[src/rtl/first_one_pkg.sv]
// Shared types and constants for the first-one code decoder.
package first_one_pkg;

  function automatic int code_w(input int width);
    return $clog2(width + 1);
  endfunction

  typedef enum logic {
    ACCUM = 1'b0,
    HOLD  = 1'b1
  } state_t;

  localparam int ERR_ILLEGAL = 0;
  localparam int ERR_ORDER   = 1;
  localparam int CODE_NONE   = 0;

endpackage

[src/rtl/code_to_onehot.sv]
// Maps a first-one code to its one-hot bit; code 0 is legal and empty,
// codes above WIDTH are flagged illegal.
module code_to_onehot #(
  parameter int WIDTH  = 4,
  parameter int CODE_W = 3
) (
  input  logic [CODE_W-1:0] code,
  output logic [WIDTH-1:0]  mask,
  output logic              legal
);

  always_comb begin
    mask  = '0;
    legal = (int'(code) <= WIDTH);
    for (int i = 0; i < WIDTH; i++) begin
      mask[i] = (int'(code) == i + 1);
    end
  end

endmodule

[src/rtl/first_one_decoder.sv]
// Rebuilds a bit mask from a burst of first-one codes and flags
// illegal or non-ascending codes alongside each word.
//
//   state | meaning
//   ACCUM | accepting code beats into the accumulators
//   HOLD  | rebuilt word presented, waiting for out_ready
module first_one_decoder
  import first_one_pkg::*;
#(
  parameter int WIDTH  = 4,
  parameter int CODE_W = code_w(WIDTH)
) (
  input  logic              clk,
  input  logic              rst_n,
  input  logic              in_valid,
  output logic              in_ready,
  input  logic [CODE_W-1:0] in_code,
  input  logic              in_last,
  output logic              out_valid,
  input  logic              out_ready,
  output logic [WIDTH-1:0]  out_mask,
  output logic [CODE_W-1:0] out_count,
  output logic [1:0]        out_err
);

  state_t state, state_nxt;

  logic [WIDTH-1:0]  acc_mask, nxt_mask, beat_mask;
  logic [CODE_W-1:0] acc_count, nxt_count;
  logic [CODE_W-1:0] last_code, nxt_last;
  logic [1:0]        acc_err, nxt_err;
  logic              beat_legal, beat_set, accept;

  code_to_onehot #(
    .WIDTH (WIDTH),
    .CODE_W(CODE_W)
  ) u_onehot (
    .code (in_code),
    .mask (beat_mask),
    .legal(beat_legal)
  );

  assign in_ready  = (state == ACCUM);
  assign out_valid = (state == HOLD);
  assign accept    = in_valid && in_ready;
  assign beat_set  = beat_legal && (in_code != CODE_W'(CODE_NONE));

  // last_code == 0 means no bit yet, so the first legal code never trips the order check
  always_comb begin
    nxt_mask  = acc_mask | beat_mask;
    nxt_count = acc_count;
    nxt_last  = last_code;
    nxt_err   = acc_err;
    if (!beat_legal) begin
      nxt_err[ERR_ILLEGAL] = 1'b1;
    end
    if (beat_set) begin
      if (acc_count != '1) begin
        nxt_count = acc_count + CODE_W'(1);
      end
      if (in_code <= last_code) begin
        nxt_err[ERR_ORDER] = 1'b1;
      end
      nxt_last = in_code;
    end
  end

  always_comb begin
    state_nxt = state;
    case (state)
      ACCUM:   if (accept && in_last) state_nxt = HOLD;
      HOLD:    if (out_ready) state_nxt = ACCUM;
      default: state_nxt = ACCUM;
    endcase
  end

  always_ff @(posedge clk or negedge rst_n) begin
    if (!rst_n) begin
      state     <= ACCUM;
      acc_mask  <= '0;
      acc_count <= '0;
      acc_err   <= '0;
      last_code <= '0;
      out_mask  <= '0;
      out_count <= '0;
      out_err   <= '0;
    end else begin
      state <= state_nxt;
      if (accept) begin
        if (in_last) begin
          out_mask  <= nxt_mask;
          out_count <= nxt_count;
          out_err   <= nxt_err;
          acc_mask  <= '0;
          acc_count <= '0;
          acc_err   <= '0;
          last_code <= '0;
        end else begin
          acc_mask  <= nxt_mask;
          acc_count <= nxt_count;
          acc_err   <= nxt_err;
          last_code <= nxt_last;
        end
      end
    end
  end

endmodule

[config.mk]
export PLATFORM = sky130hd
export DESIGN_NAME = first_one_decoder
export DESIGN_NICKNAME = d
export VERILOG_FILES = /design/src/rtl/first_one_pkg.sv /design/src/rtl/code_to_onehot.sv /design/src/rtl/first_one_decoder.sv
export SDC_FILE = /design/constraint.sdc
export NUM_CORES = 1
export LEC_CHECK = 0
export CAP_MARGIN = 15
export CORE_MARGIN = 3
export CORE_UTILIZATION = 54
export DETAILED_ROUTE_END_ITERATION = 8
export HOLD_SLACK_MARGIN = 0.06
export MAX_ROUTING_LAYER = met4
export PLACE_DENSITY = 0.87
export RECOVER_POWER = 100
export SLEW_MARGIN = 10
export SYNTH_ARGS = -nofsm -noshare
export SYNTH_HDL_FRONTEND = slang
export SYNTH_SLANG_ARGS = --single-unit
[constraint.sdc]
create_clock -name clk -period 3.7 [get_ports clk]
set_input_delay 0.74 -clock clk [delete_from_list [all_inputs] [get_ports clk]]
set_output_delay 0.74 -clock clk [all_outputs]
set_load 0.1 [all_outputs]
# Word level (Yosys, flattened, before mapping)
# Index checks and enable logic that the tools add are counted.
# op_classes
n_eq_ne	5
bitwise_logic	2
n_lt_le_gt_ge	2
addsub	1
reduce_logical	7
mux	13
# ops
operator	n
3-bit two-way mux	5
3-bit equality test (second input constant)	3
1-bit two-way mux	5
4-bit two-way mux	1
4-bit OR	1
2-bit AND reduction	2
3-bit by 1-bit adder with 3-bit output (second input constant)	1
3-bit by 2-bit equality test with 1-bit output (second input constant)	1
3-bit <= comparator	1
3-bit <= comparator (second input constant)	1
1-bit logical AND	3
3-bit != test (second input constant)	1
3-bit nonzero test	1
2-bit two-way mux	1
1-bit one-hot mux with 2 select lines	1
2-bit nonzero test	1
1-bit inverter	1
# totals
elab_cells	38
input_bits	8
register_bits	22

# Longest topological paths before layout
# logic_depth
depth_word	5
mapped_depth	6
depth_no_buf	6

# Hierarchy
# A second synthesis with hierarchy kept.
# hier_totals
hier_cells	111
hier_area_um2	1073.5
# modules_own_cells
module	n_inst	cells_each	area_each_um2
first_one_decoder	1	106	1036.0
code_to_onehot	1	5	37.5

# Worst setup path after synthesis
# No wires, ideal clock.
# synth_timing
path_kind	register to output
from	register state (netlist: out_valid)
to	output in_ready
path_stages_with_launch	2
setup_slack_ps	1300
required_ps	2960
t_arrival_ps	1660
path_buffers	0
path_cell_list	dfrtp_1 -> inv_1
# synth_via
elab_chain_len	1
# synth_lines
element	line	rtl
start, declared	first_one_decoder.sv:26	state_t state, state_nxt;
start signal, assigned	first_one_decoder.sv:88	state <= state_nxt;
1-bit inverter	-	
end, declared	first_one_decoder.sv:16	output logic in_ready,
# No other way between the ends.

# Final worst setup path
# layout_timing
from	input in_code[1]
to	register acc_count[1]
# layout_via
elab_chain_len	4
# layout_lines
element	line	rtl
start, declared	first_one_decoder.sv:17	input logic [CODE_W-1:0] in_code,
3-bit <= comparator / 3-bit nonzero test (equally long branches)	code_to_onehot.sv:14, first_one_decoder.sv:46	
1-bit logical AND *	first_one_decoder.sv:46	assign beat_set = beat_legal && (in_code != CODE_W'(CODE_NONE));
3-bit two-way mux *	first_one_decoder.sv:57	if (beat_set) begin
3-bit two-way mux *	first_one_decoder.sv:90	if (in_last) begin
end signal, assigned	first_one_decoder.sv:100	acc_count <= nxt_count;
end, declared	first_one_decoder.sv:29	logic [CODE_W-1:0] acc_count, nxt_count;
# Every way passes the cells marked *; elsewhere a longest branch is shown, timed or not.
# A chain may end at the register's enable or synchronous reset.

==> Implementation_results.wiki <==
{| class="wikitable"
! Metric !! Value
|-
| Result of the run || finished clean
|-
| Worst endpoint data arrival time || 2970 ps
|-
| CTS Root Cell || clkbuf_4
|-
| First-pass GRT wire length || 3530 µm
|-
| Max stage delay cell, worst path || dlygate4sd3_1
|-
| Max Clk Rate || 358 MHz
|-
| Post-CTS setup repair buffer count || 0
|-
| Vertical extent of the die || 50.3 µm
|-
| Cell breakdown of the critical path || dlygate4sd3_1, or2_2, ha_1, a21boi_0, nand2b_1, o221ai_1
|-
| Data required time of the critical path || 3870 ps
|-
| Number of H-tree levels || 1
|-
| Sum of buffers and inverters on the critical path || 1
|-
| Total global-route track usage || 19.2%
|-
| Maximum number of pins on one net before global-route repair || 23
|-
| Synth Area in Adders || 7.08%
|-
| Footprint of the multi-input gates || 445 µm²
|-
| XOR/XNOR Fraction of Synth Area || 0.825%
|-
| Largest family of logic cells by synthesized area || simple AND/OR/NAND/NOR gates
|-
| Layout fillers || 129
|-
| Max incr delay on CP || 630 ps
|-
| Area growth syn-to-layout || 20.5%
|-
| DRC || 0
|-
| Number of antenna violations at the first check in global routing || 0
|-
| Total of warnings raised by yosys || 0
|-
| Row count || 15
|-
| Synth Area in Compound Gates || 17.0%
|-
| X dimension of the die || 50.3 µm
|-
| Classification of the worst setup path || input pin to register
|-
| Post-synthesis instance area || 0.00106 mm²
|-
| Peak supply drop || 0.460 mV
|-
| Ant. Diodes || 0
|-
| Worst-case headroom to the max-slew limit || 34.5%
|-
| Sequential fraction of the synthesis area || 51.9%
|-
| Simple-gate share of the synthesized area || 18.2%
|-
| Clk sink count || 22
|-
| Maximum clock skew at final layout || 5.61 ps
|-
| Std-Cell Core Area || 0.00178 mm²
|-
| Final total negative setup slack || 0 ps
|-
| Share of the clock period used by the worst path after layout || 75.5%
|-
| Vias in the first global route || 795
|-
| Top cell family by delay on the critical path || buffers and inverters
|-
| Final WL || 2030 µm
|-
| Boundary pin count || 19
|-
| Layout cells sized above 1 || 4.65%
|-
| Hold Path Class || register to register
|-
| Leakage power of the design || 0.607 nW
|-
| Synthesized area per cell || 9.56 µm²
|-
| CTS tree || yes
|-
| Port Buffer Count || 18
|-
| Kind of capture point of the worst setup path || register
|-
| Max-cap violations || 0
|-
| CTS hold repair buffers || 0
|-
| Slew Limit Fails || 0
|-
| Via count of the routed design || 845
|-
| Worst Hold Margin || 471 ps
|-
| TritonCTS buffer count || 3
|-
| Unrepaired setup endpoints after global routing || false
|-
| Clock-pin slew on the worst setup and hold paths || 120 ps
|-
| Grt total ovfl || 0
|-
| Maximum buffer depth of the clock tree || 2
|-
| Area enclosed by the die boundary || 0.00253 mm²
|-
| Post-DP HPWL || 1460 µm
|-
| Final count of negative-setup-slack endpoints || 0
|-
| Mux cell area share after synthesis || 0.943%
|-
| Startpoint type of the worst setup path || input pin
|-
| Antenna-violating nets left || 0
|-
| Net count, final || 144
|-
| Register bit total from synthesis || 22
|-
| Wirelength per Cell || 13.2 µm
|-
| Final hold violations || 0
|-
| Drt first-iter violations || 22
|-
| Measured slew at the worst slew-check pin || 979 ps
|-
| Area taken by flip-flops and latches || 551 µm²
|-
| Share of Yosys cell area claimed by the top area cell type || 51.9%
|-
| Shortest period the worst path allows || 2790 ps
|-
| Number of nets in the synthesized netlist || 125
|-
| Via-per-instance ratio || 5.49
|-
| Starting utilization of the core area || 59.5%
|-
| Maximum fanout along the worst path || 10
|-
| Leading post-synthesis cells by cell area || dfrtp_1 (52%), ha_1 (7.1%), nand2_1 (6.7%)
|-
| Detailed-routing iteration count for the pre-antenna-repair pass || 4
|-
| Number of distinct library cells after synthesis || 26
|-
| Global placer's final weighted congestion || 0.898
|-
| Cell taking the most area after synthesis || dfrtp_1
|-
| Final standard cell utilization of the core || 71.7%
|-
| Ratio of total power to cell area || 747 mW/mm²
|-
| Source-to-sink clock delay at the later pin of the worst-skew pair || 300 ps
|-
| # resized after CTS || 0
|-
| Mapped Cells || 111
|}
[worst min-delay path, delay by kind of cell, from the launching register on]
family / cells / cell delay, ps
simple gates: 2 / 90
flops: 1 / 360
[cells in the final DEF, fill, tap and decap left out]
master and instances:
nor2b_1 3, clkdlybuf4s50_1 4, ha_1 6, nor3b_1 1, o21ai_1 2, a21oi_1 7
o221ai_1 1, or2_2 1, and2_0 1, clkbuf_4 3, inv_1 4, a31oi_1 5
bufinv_16 1, nor3_1 2, nand3_1 1, inv_2 1, dlygate4sd3_1 14, o22a_1 1
mux2i_1 1, o21ai_0 11, nand2_1 19, nand2b_1 2, xnor2_1 1, dfrtp_1 22
o22ai_1 2, a21boi_0 1, nor2_1 12
[layout make-up]
| type | count | area share, % |
|---|---|---|
| Inverter | 5 | 1.47 |
| Clock buffer | 3 | 1.76 |
| Clock inverter | 1 | 2.35 |
| Sequential cell | 22 | 43.1 |
| Timing Repair Buffer | 18 | 14.1 |
| Multi-Input combinational cell | 80 | 34.8 |
| Tap cell | 25 | 2.45 |
[synthesized netlist by cell type]
cell      count
nor3_1        2
a31oi_1       5
o22ai_1       2
a21oi_1       7
mux2i_1       1
inv_2         1
nand3_1       1
buf_4         2
dfrtp_1      22
nor2_1       12
nor2b_4       1
xnor2_1       1
o22a_1        1
o21ai_0       4
nand2b_1      2
inv_1         4
buf_2         2
nor2b_1       2
o21ai_1       9
nor3b_1       1
and2_4        1
ha_1          6
a21boi_4      1
nand2_1      19
or2_2         1
o221ai_1      1
[power breakdown]
| group | total (mW) | internal [mW] | switching (mW) |
|---|---|---|---|
| logic | 0.441 | 0.105 | 0.336 |
| registers | 0.336 | 0.301 | 0.0349 |
| clock network | 0.178 | 0.109 | 0.0688 |
| total | 0.956 | 0.516 | 0.440 |
[per-layer routing]
metal / part of all wire, % / vias to the layer above / GRT usage (%)
met5: 0 / - / -
met4: 3.2 / 0 / 11.2
met3: 6.2 / 9 / 3.86
met2: 48 / 33 / 29.8
met1: 43 / 389 / 23.2
li1: - / 414 / -
[cell families after synthesis]
family                     count (synthesis)
and+or+nand+nor                           42
AOI/OAI and AO/OA                         30
DFF                                       22
buffers and inverters                      9
adders and majority gates                  6
xor gates and xnor gates                   1
muxes                                      1
[worst paths after layout]
kind | from | to | slack [ps] | depth (start not counted)
max | in_code[1] | acc_count[1] | 910 | 6
min reg2reg | out_mask[3] | out_mask[3] | 470 | 2
max reg2reg | out_valid | out_mask[0] | 1650 | 4
max in group asynchronous | rst_n | acc_count[2] | 2120 | 1
min in group asynchronous | rst_n | out_err[1] | 1010 | 1
min | out_mask[3] | out_mask[3] | 470 | 2
[sequential cells by signal, indices dropped and copies added (netlist names)]
name	flops
out_mask	4
acc_mask	4
out_err	2
last_code	3
acc_count	3
acc_err	2
out_valid	1
out_count	3
[stage by stage]
stage | instance area [µm²] | std cells | power (mW) | setup slack, ps
after floorplan | 1060 | 111 | 0.695 | 1300
after global placement | 1250 | 150 | 0.792 | 1060
after detailed placement | 1250 | 150 | 0.806 | 968
after CTS | 1300 | 154 | 0.989 | 1000
after global routing | 1280 | 154 | 1.01 | 770
final | 1280 | 154 | 0.956 | 908
(Power assumes the default switching activity.)
